===== src/rtl/mem_arbiter_if.sv =====
// Bus bundle between the arbiter, the core's fetch/load-store ports and the unified memory.
// The slave modport is the arbiter's view; master is the core-plus-memory environment.
interface mem_arbiter_if #(
    parameter int unsigned data_width    = 32,
    parameter int unsigned address_width = 32
);
    logic                       i_req;
    logic [address_width-1:0]   i_addr;
    logic                       i_ack;
    logic [data_width-1:0]      i_rdata;
    logic                       i_err;

    logic                       d_req;
    logic                       d_we;
    logic [address_width-1:0]   d_addr;
    logic [data_width-1:0]      d_wdata;
    logic [data_width/8-1:0]    d_byte_we;
    logic                       d_ack;
    logic [data_width-1:0]      d_rdata;
    logic                       d_err;

    logic [address_width-1:0]   mem_address;
    logic [data_width-1:0]      mem_data_in;
    logic                       mem_read_write;
    logic                       mem_enable;
    logic [data_width/8-1:0]    mem_byte_we;
    logic [data_width-1:0]      mem_data_out;

    modport slave (
        input  i_req, i_addr, d_req, d_we, d_addr, d_wdata, d_byte_we, mem_data_out,
        output i_ack, i_rdata, i_err, d_ack, d_rdata, d_err,
        output mem_address, mem_data_in, mem_read_write, mem_enable, mem_byte_we
    );

    modport master (
        output i_req, i_addr, d_req, d_we, d_addr, d_wdata, d_byte_we, mem_data_out,
        input  i_ack, i_rdata, i_err, d_ack, d_rdata, d_err,
        input  mem_address, mem_data_in, mem_read_write, mem_enable, mem_byte_we
    );
endinterface


===== src/rtl/mem_arbiter.sv =====
// Round-robin arbiter sharing one single-ported memory between instruction fetch and data
// ports: IDLE -> ACCESS -> DONE per transaction, with range/alignment errors that skip memory.
module mem_arbiter #(
    parameter int unsigned              data_width     = 32,
    parameter int unsigned              address_width  = 32,
    parameter logic [address_width-1:0] base_address   = 32'h80020000,
    parameter int unsigned              mem_size_bytes = 1048576
) (
    input logic           clock,
    input logic           reset_n,
    mem_arbiter_if.slave  bus
);

    localparam logic [address_width-1:0] mem_limit = address_width'(mem_size_bytes);

    typedef enum logic [1:0] {StIdle, StAccess, StDone} state_e;

    state_e state;
    logic   owner_is_d;
    logic   last_grant_d;
    logic   err_flag;

    logic                     grant;
    logic                     grant_d;
    logic                     grant_err;
    logic [address_width-1:0] grant_addr;
    logic [address_width-1:0] grant_offset;

    // In DONE only the non-owner may be granted; the owner's still-high req is ignored.
    always_comb begin
        grant   = 1'b0;
        grant_d = 1'b0;
        case (state)
            StIdle: begin
                grant   = bus.i_req | bus.d_req;
                grant_d = (bus.i_req && bus.d_req) ? ~last_grant_d : bus.d_req;
            end
            StDone: begin
                grant   = owner_is_d ? bus.i_req : bus.d_req;
                grant_d = ~owner_is_d;
            end
            default: ;
        endcase
        grant_addr   = grant_d ? bus.d_addr : bus.i_addr;
        grant_offset = grant_addr - base_address;
        grant_err    = (grant_addr < base_address) || (grant_offset >= mem_limit) ||
                       (grant_addr[1:0] != 2'b00);
    end

    always_ff @(posedge clock or negedge reset_n) begin
        if (!reset_n) begin
            state              <= StIdle;
            owner_is_d         <= 1'b0;
            last_grant_d       <= 1'b1;
            err_flag           <= 1'b0;
            bus.mem_address    <= '0;
            bus.mem_data_in    <= '0;
            bus.mem_byte_we    <= '0;
            bus.mem_read_write <= 1'b1;
            bus.mem_enable     <= 1'b0;
            bus.i_ack          <= 1'b0;
            bus.i_err          <= 1'b0;
            bus.i_rdata        <= '0;
            bus.d_ack          <= 1'b0;
            bus.d_err          <= 1'b0;
            bus.d_rdata        <= '0;
        end else begin
            case (state)
                StIdle, StDone: begin
                    bus.i_ack <= 1'b0;
                    bus.i_err <= 1'b0;
                    bus.d_ack <= 1'b0;
                    bus.d_err <= 1'b0;
                    if (grant) begin
                        state              <= StAccess;
                        owner_is_d         <= grant_d;
                        last_grant_d       <= grant_d;
                        err_flag           <= grant_err;
                        bus.mem_address    <= grant_addr;
                        bus.mem_data_in    <= grant_d ? bus.d_wdata : '0;
                        bus.mem_byte_we    <= (grant_d && bus.d_we) ? bus.d_byte_we : '0;
                        bus.mem_read_write <= grant_d ? ~bus.d_we : 1'b1;
                        bus.mem_enable     <= ~grant_err;
                    end else begin
                        state <= StIdle;
                    end
                end
                StAccess: begin
                    state              <= StDone;
                    bus.mem_enable     <= 1'b0;
                    bus.mem_read_write <= 1'b1;
                    bus.mem_byte_we    <= '0;
                    // mem_read_write still holds this access's direction at the closing edge.
                    if (owner_is_d) begin
                        bus.d_ack <= 1'b1;
                        bus.d_err <= err_flag;
                        if (err_flag) begin
                            bus.d_rdata <= '0;
                        end else if (bus.mem_read_write) begin
                            bus.d_rdata <= bus.mem_data_out;
                        end
                    end else begin
                        bus.i_ack   <= 1'b1;
                        bus.i_err   <= err_flag;
                        bus.i_rdata <= err_flag ? '0 : bus.mem_data_out;
                    end
                end
                default: state <= StIdle;
            endcase
        end
    end

endmodule


===== src/flat_wrapper.sv =====
// flat-port wrapper written by rule: the top's interface ports become plain ports
module mem_arbiter_flat 
#(
    parameter int unsigned              data_width     = 32,
    parameter int unsigned              address_width  = 32,
    parameter logic [address_width-1:0] base_address   = 32'h80020000,
    parameter int unsigned              mem_size_bytes = 1048576
)
  (clock, reset_n, bus_i_req, bus_i_addr, bus_d_req, bus_d_we, bus_d_addr, bus_d_wdata, bus_d_byte_we, bus_mem_data_out, bus_i_ack, bus_i_rdata, bus_i_err, bus_d_ack, bus_d_rdata, bus_d_err, bus_mem_address, bus_mem_data_in, bus_mem_read_write, bus_mem_enable, bus_mem_byte_we);
  mem_arbiter_if #(.data_width(data_width), .address_width(address_width)) bus_i ();
  input logic clock;
  input logic reset_n;
  input wire logic [$bits(bus_i.i_req)-1:0] bus_i_req;
  input wire logic [$bits(bus_i.i_addr)-1:0] bus_i_addr;
  input wire logic [$bits(bus_i.d_req)-1:0] bus_d_req;
  input wire logic [$bits(bus_i.d_we)-1:0] bus_d_we;
  input wire logic [$bits(bus_i.d_addr)-1:0] bus_d_addr;
  input wire logic [$bits(bus_i.d_wdata)-1:0] bus_d_wdata;
  input wire logic [$bits(bus_i.d_byte_we)-1:0] bus_d_byte_we;
  input wire logic [$bits(bus_i.mem_data_out)-1:0] bus_mem_data_out;
  output wire logic [$bits(bus_i.i_ack)-1:0] bus_i_ack;
  output wire logic [$bits(bus_i.i_rdata)-1:0] bus_i_rdata;
  output wire logic [$bits(bus_i.i_err)-1:0] bus_i_err;
  output wire logic [$bits(bus_i.d_ack)-1:0] bus_d_ack;
  output wire logic [$bits(bus_i.d_rdata)-1:0] bus_d_rdata;
  output wire logic [$bits(bus_i.d_err)-1:0] bus_d_err;
  output wire logic [$bits(bus_i.mem_address)-1:0] bus_mem_address;
  output wire logic [$bits(bus_i.mem_data_in)-1:0] bus_mem_data_in;
  output wire logic [$bits(bus_i.mem_read_write)-1:0] bus_mem_read_write;
  output wire logic [$bits(bus_i.mem_enable)-1:0] bus_mem_enable;
  output wire logic [$bits(bus_i.mem_byte_we)-1:0] bus_mem_byte_we;
  assign bus_i.i_req = bus_i_req;
  assign bus_i.i_addr = bus_i_addr;
  assign bus_i.d_req = bus_d_req;
  assign bus_i.d_we = bus_d_we;
  assign bus_i.d_addr = bus_d_addr;
  assign bus_i.d_wdata = bus_d_wdata;
  assign bus_i.d_byte_we = bus_d_byte_we;
  assign bus_i.mem_data_out = bus_mem_data_out;
  assign bus_i_ack = bus_i.i_ack;
  assign bus_i_rdata = bus_i.i_rdata;
  assign bus_i_err = bus_i.i_err;
  assign bus_d_ack = bus_i.d_ack;
  assign bus_d_rdata = bus_i.d_rdata;
  assign bus_d_err = bus_i.d_err;
  assign bus_mem_address = bus_i.mem_address;
  assign bus_mem_data_in = bus_i.mem_data_in;
  assign bus_mem_read_write = bus_i.mem_read_write;
  assign bus_mem_enable = bus_i.mem_enable;
  assign bus_mem_byte_we = bus_i.mem_byte_we;
  mem_arbiter #(.data_width(data_width), .address_width(address_width), .base_address(base_address), .mem_size_bytes(mem_size_bytes)) u_core (.clock(clock), .reset_n(reset_n), .bus(bus_i));
endmodule

===== config.mk =====
export PLATFORM = sky130hd
export DESIGN_NAME = mem_arbiter_flat
export DESIGN_NICKNAME = d
export VERILOG_FILES = /design/src/rtl/mem_arbiter_if.sv /design/src/rtl/mem_arbiter.sv /design/src/flat_wrapper.sv
export SDC_FILE = /design/constraint.sdc
export NUM_CORES = 1
export LEC_CHECK = 0
export BUFFER_PORTS_ARGS = -buffer_cell sky130_fd_sc_hd__buf_2
export CAP_MARGIN = 20
export CORE_MARGIN = 2
export CORE_UTILIZATION = 29
export CTS_BUF_LIST = sky130_fd_sc_hd__clkbuf_8
export DETAILED_ROUTE_END_ITERATION = 10
export PLACE_DENSITY = 0.54
export SETUP_SLACK_MARGIN = 0.02
export SYNTH_ARGS = -nofsm -noshare
export SYNTH_HDL_FRONTEND = slang
export SYNTH_SLANG_ARGS = --single-unit
export TNS_END_PERCENT = 1

===== constraint.sdc =====
create_clock -name clock -period 2.8 [get_ports clock]
set_input_delay 0.42 -clock clock [delete_from_list [all_inputs] [get_ports clock]]
set_output_delay 0.42 -clock clock [all_outputs]
set_load 0.02 [all_outputs]

==> metrics.txt <==
status=complete, no violations; Total Power=0.00763 W; FF/Latch Area=3580 um^2; Port Buffer Count=274; RSZ-0062 raised after global routing=no; initial antenna violation count=0; HPWL after detailed placement=approximately 12 mm; top_reg_cell synth=dfrtp_1; layout cell share with drive strength beyond 1=38.2%; synth warn=0; Slew @ Worst Pin=0.952 ns; P per Cell Area=984 nW/um^2; first-pass GRT wire length=around 26 mm; most frequent cell after synthesis=nand2_1; ANT cells=0; CP max-delay cell=dfrtp_1; deepest clock path buffer count=2; core box area=19500 um^2; Worst Path Arrival=roughly 2.5 ns; Worst Path Required=about 3.2 ns; Mapped Area=5750 um^2; Post-CTS Setup Repair Bufs=0; Worst-Skew Late Latency=0.46 ns; routed vias/inst=4.54; nets=about 1000; Synth Register Bits=143; Hold WC Path Type=primary input to register; Clock transition at path regs=0.10 ns; crit-path cells=nand2b_1 -> a21oi_1 -> or3_4 -> inv_2 -> buf_12 -> nor2_1 -> a31oi_1; clock root buffer=clkbuf_8; width of the chip=145 um; top cells by area, synth=dfrtp_1 61%, nand2_1 10%, o21ai_0 5.6%; CTS tree=built; post-synth top area cell=dfrtp_1; syn nets=710; setup TNS=0 ns; CTS Buf Count=17; synthesized area per cell=10.0 um^2; drt total wl=17.0 mm; global route overflow=0; crit path max fanout=29; vias after detailed routing=5066; Top Ports=275; Initial Utilization=approximately 30%; FMAX=approximately 0.48 GHz; leakage=4.00 nW; # fillers=2000; Max-Cap Viols=0; Final Cycle Share=between 70% and 80%; maximum vdd drop=0.000411 V; commonest cells in the netlist=155 x nand2_1, 141 x dfrtp_1, 64 x o21ai_0; clock sinks=143; multi-input logic area=1910 um^2; Synth async-reset ratio=100%; Die Height=145 um; std cell rows=51; final slew viol count=0; DP Area=7350 um^2; Final Wtd Congestion=0.783; Worst Setup Start Kind=register; Clock Skew=roughly 0.014 ns; H-tree levels=4; Hold Vio Cnt, Final=0; largest net degree at the start of global routing=68; slowest stage delay, CP=0.49 ns; max_slew headroom=36.1%; family with the most delay on the worst path=buffers and inverters; Area Overhead vs Synth=34.8%; sequential share of the synthesized area=62.3%; drt pass-1 iters=4; WL/cell=15.2 um; Crit Path Class=register to register; count of final setup violators=0; Post-synth EDFFs=0; crit path buf inv count=2; Final Instance Area=7750 um^2; GRT Overall Usage=between 10% and 20%; Remaining DRCs=0; share of the synthesized area in the top cell type=about three fifths; Synth Instances=573; Antenna Nets Post-Route=0; die area=21000 um^2; Synth cell types=37; Setup crit end kind=register; minimum clock period=roughly 2.1 ns; vias in the first global route=around 5000; First DRT Iteration DRCs=212
==> kinds of logic (layout without fill, tap and decap cells) <==
group                     after synthesis  in the layout  share of synthesized area (%)
buffers and inverters                  46            324                           4.61
AOI/OAI and AO/OA                     161            161                           16.8
xor gates and xnor gates                2              2                          0.305
and+or+nand+nor                       220            220                           15.8
DFF                                   143            143                           62.3
muxes                                   1              1                          0.174
==> power by group <==
part / switching (W) / internal (W) / total [W]
clock network: 0.000911 / 0.000729 / 0.00164
registers: 0.000327 / 0.00261 / 0.00294
logic: 0.00200 / 0.00104 / 0.00305
total: 0.00324 / 0.00438 / 0.00763
==> per-stage QoR <==
stage / utilization, % / worst slack (ns) / hold slack (ns) / instances
3_5_place_dp: 37.8 / 0.720 / 0.443 / 1083
5_1_grt: 39.8 / 0.507 / 0.148 / 1116
4_1_cts: 39.8 / 0.719 / 0.145 / 1116
6_report: 39.8 / 0.714 / 0.176 / 1116
2_1_floorplan: - / 1.22 / 0.124 / 573
3_3_place_gp: 37.8 / 0.787 / 0.448 / 1083
==> sequential cells by signal, summed over array words and instances (netlist names) <==
register	cells
u_core.bus.mem_read_write	1
u_core.bus.mem_byte_we	4
u_core.bus.mem_enable	1
u_core.err_flag	1
u_core.bus.d_rdata	32
u_core.last_grant_d	1
u_core.owner_is_d	1
u_core.bus.mem_data_in	32
u_core.bus.i_ack	1
u_core.bus.d_ack	1
u_core.state	2
u_core.bus.i_err	1
u_core.bus.d_err	1
u_core.bus.mem_address	32
u_core.bus.i_rdata	32
==> worst paths after layout <==
check	from	to	slack [ns]	cells past startpoint
max	u_core.owner_is_d$_DFFE_PN0P_	u_core.bus.mem_address[21]$_DFFE_PN0P_	0.71	7
min	bus_d_wdata[25]	u_core.bus.mem_data_in[25]$_DFFE_PN0P_	0.18	2
max reg2reg	u_core.owner_is_d$_DFFE_PN0P_	u_core.bus.mem_address[21]$_DFFE_PN0P_	0.71	7
min reg2reg	u_core.bus.i_rdata[13]$_DFFE_PN0P_	u_core.bus.i_rdata[13]$_DFFE_PN0P_	0.48	2
max in group asynchronous	reset_n	u_core.last_grant_d$_DFFE_PN1P_	1.46	3
min in group asynchronous	reset_n	u_core.bus.mem_data_in[12]$_DFFE_PN0P_	0.53	2
==> cell type report <==
type,count,area share (%)
Clock buffer,17,3.02
Sequential cell,143,46.2
Inverter,5,0.242
Timing Repair Buffer,287,19.7
Tap cell,265,4.28
Multi-Input combinational cell,384,24.6
Clock inverter,15,1.95
==> per-layer routing <==
layer	wire length, um	track usage (%)	part of all wire, %	vias to the layer above
li1	-	-	-	2484
met1	7780	21.6	46	2373
met2	7700	24.8	45	194
met3	1260	4.41	7.4	15
met4	210	4.91	1.2	0
met5	0	0	0	-
==> layout by cell type, fill, tap and decap left out, types with 2 or more instances in the layout <==
cell        count
buf_12          4
dfstp_2         2
inv_1           3
a22o_1         32
a21oi_1        38
clkinvlp_4      2
nor2b_1         4
buf_4           8
dfrtp_1       141
clkinv_4        5
a31oi_1        19
nor4_1          3
inv_8           2
nand2_1       155
o21ai_0        64
nand4_1         6
clkbuf_8       17
inv_6           4
o21ai_1         2
buf_2         273
nor3_1          5
xor2_1          2
nand2b_1        2
nor2_1         36
==> timing repair <==
item                                   in CTS  in global routing
endpoints found under the hold margin      56                  0
hold buffers                                1                  0
resized for setup                           0                  0
Note: power is estimated with default switching activity, not from simulation.
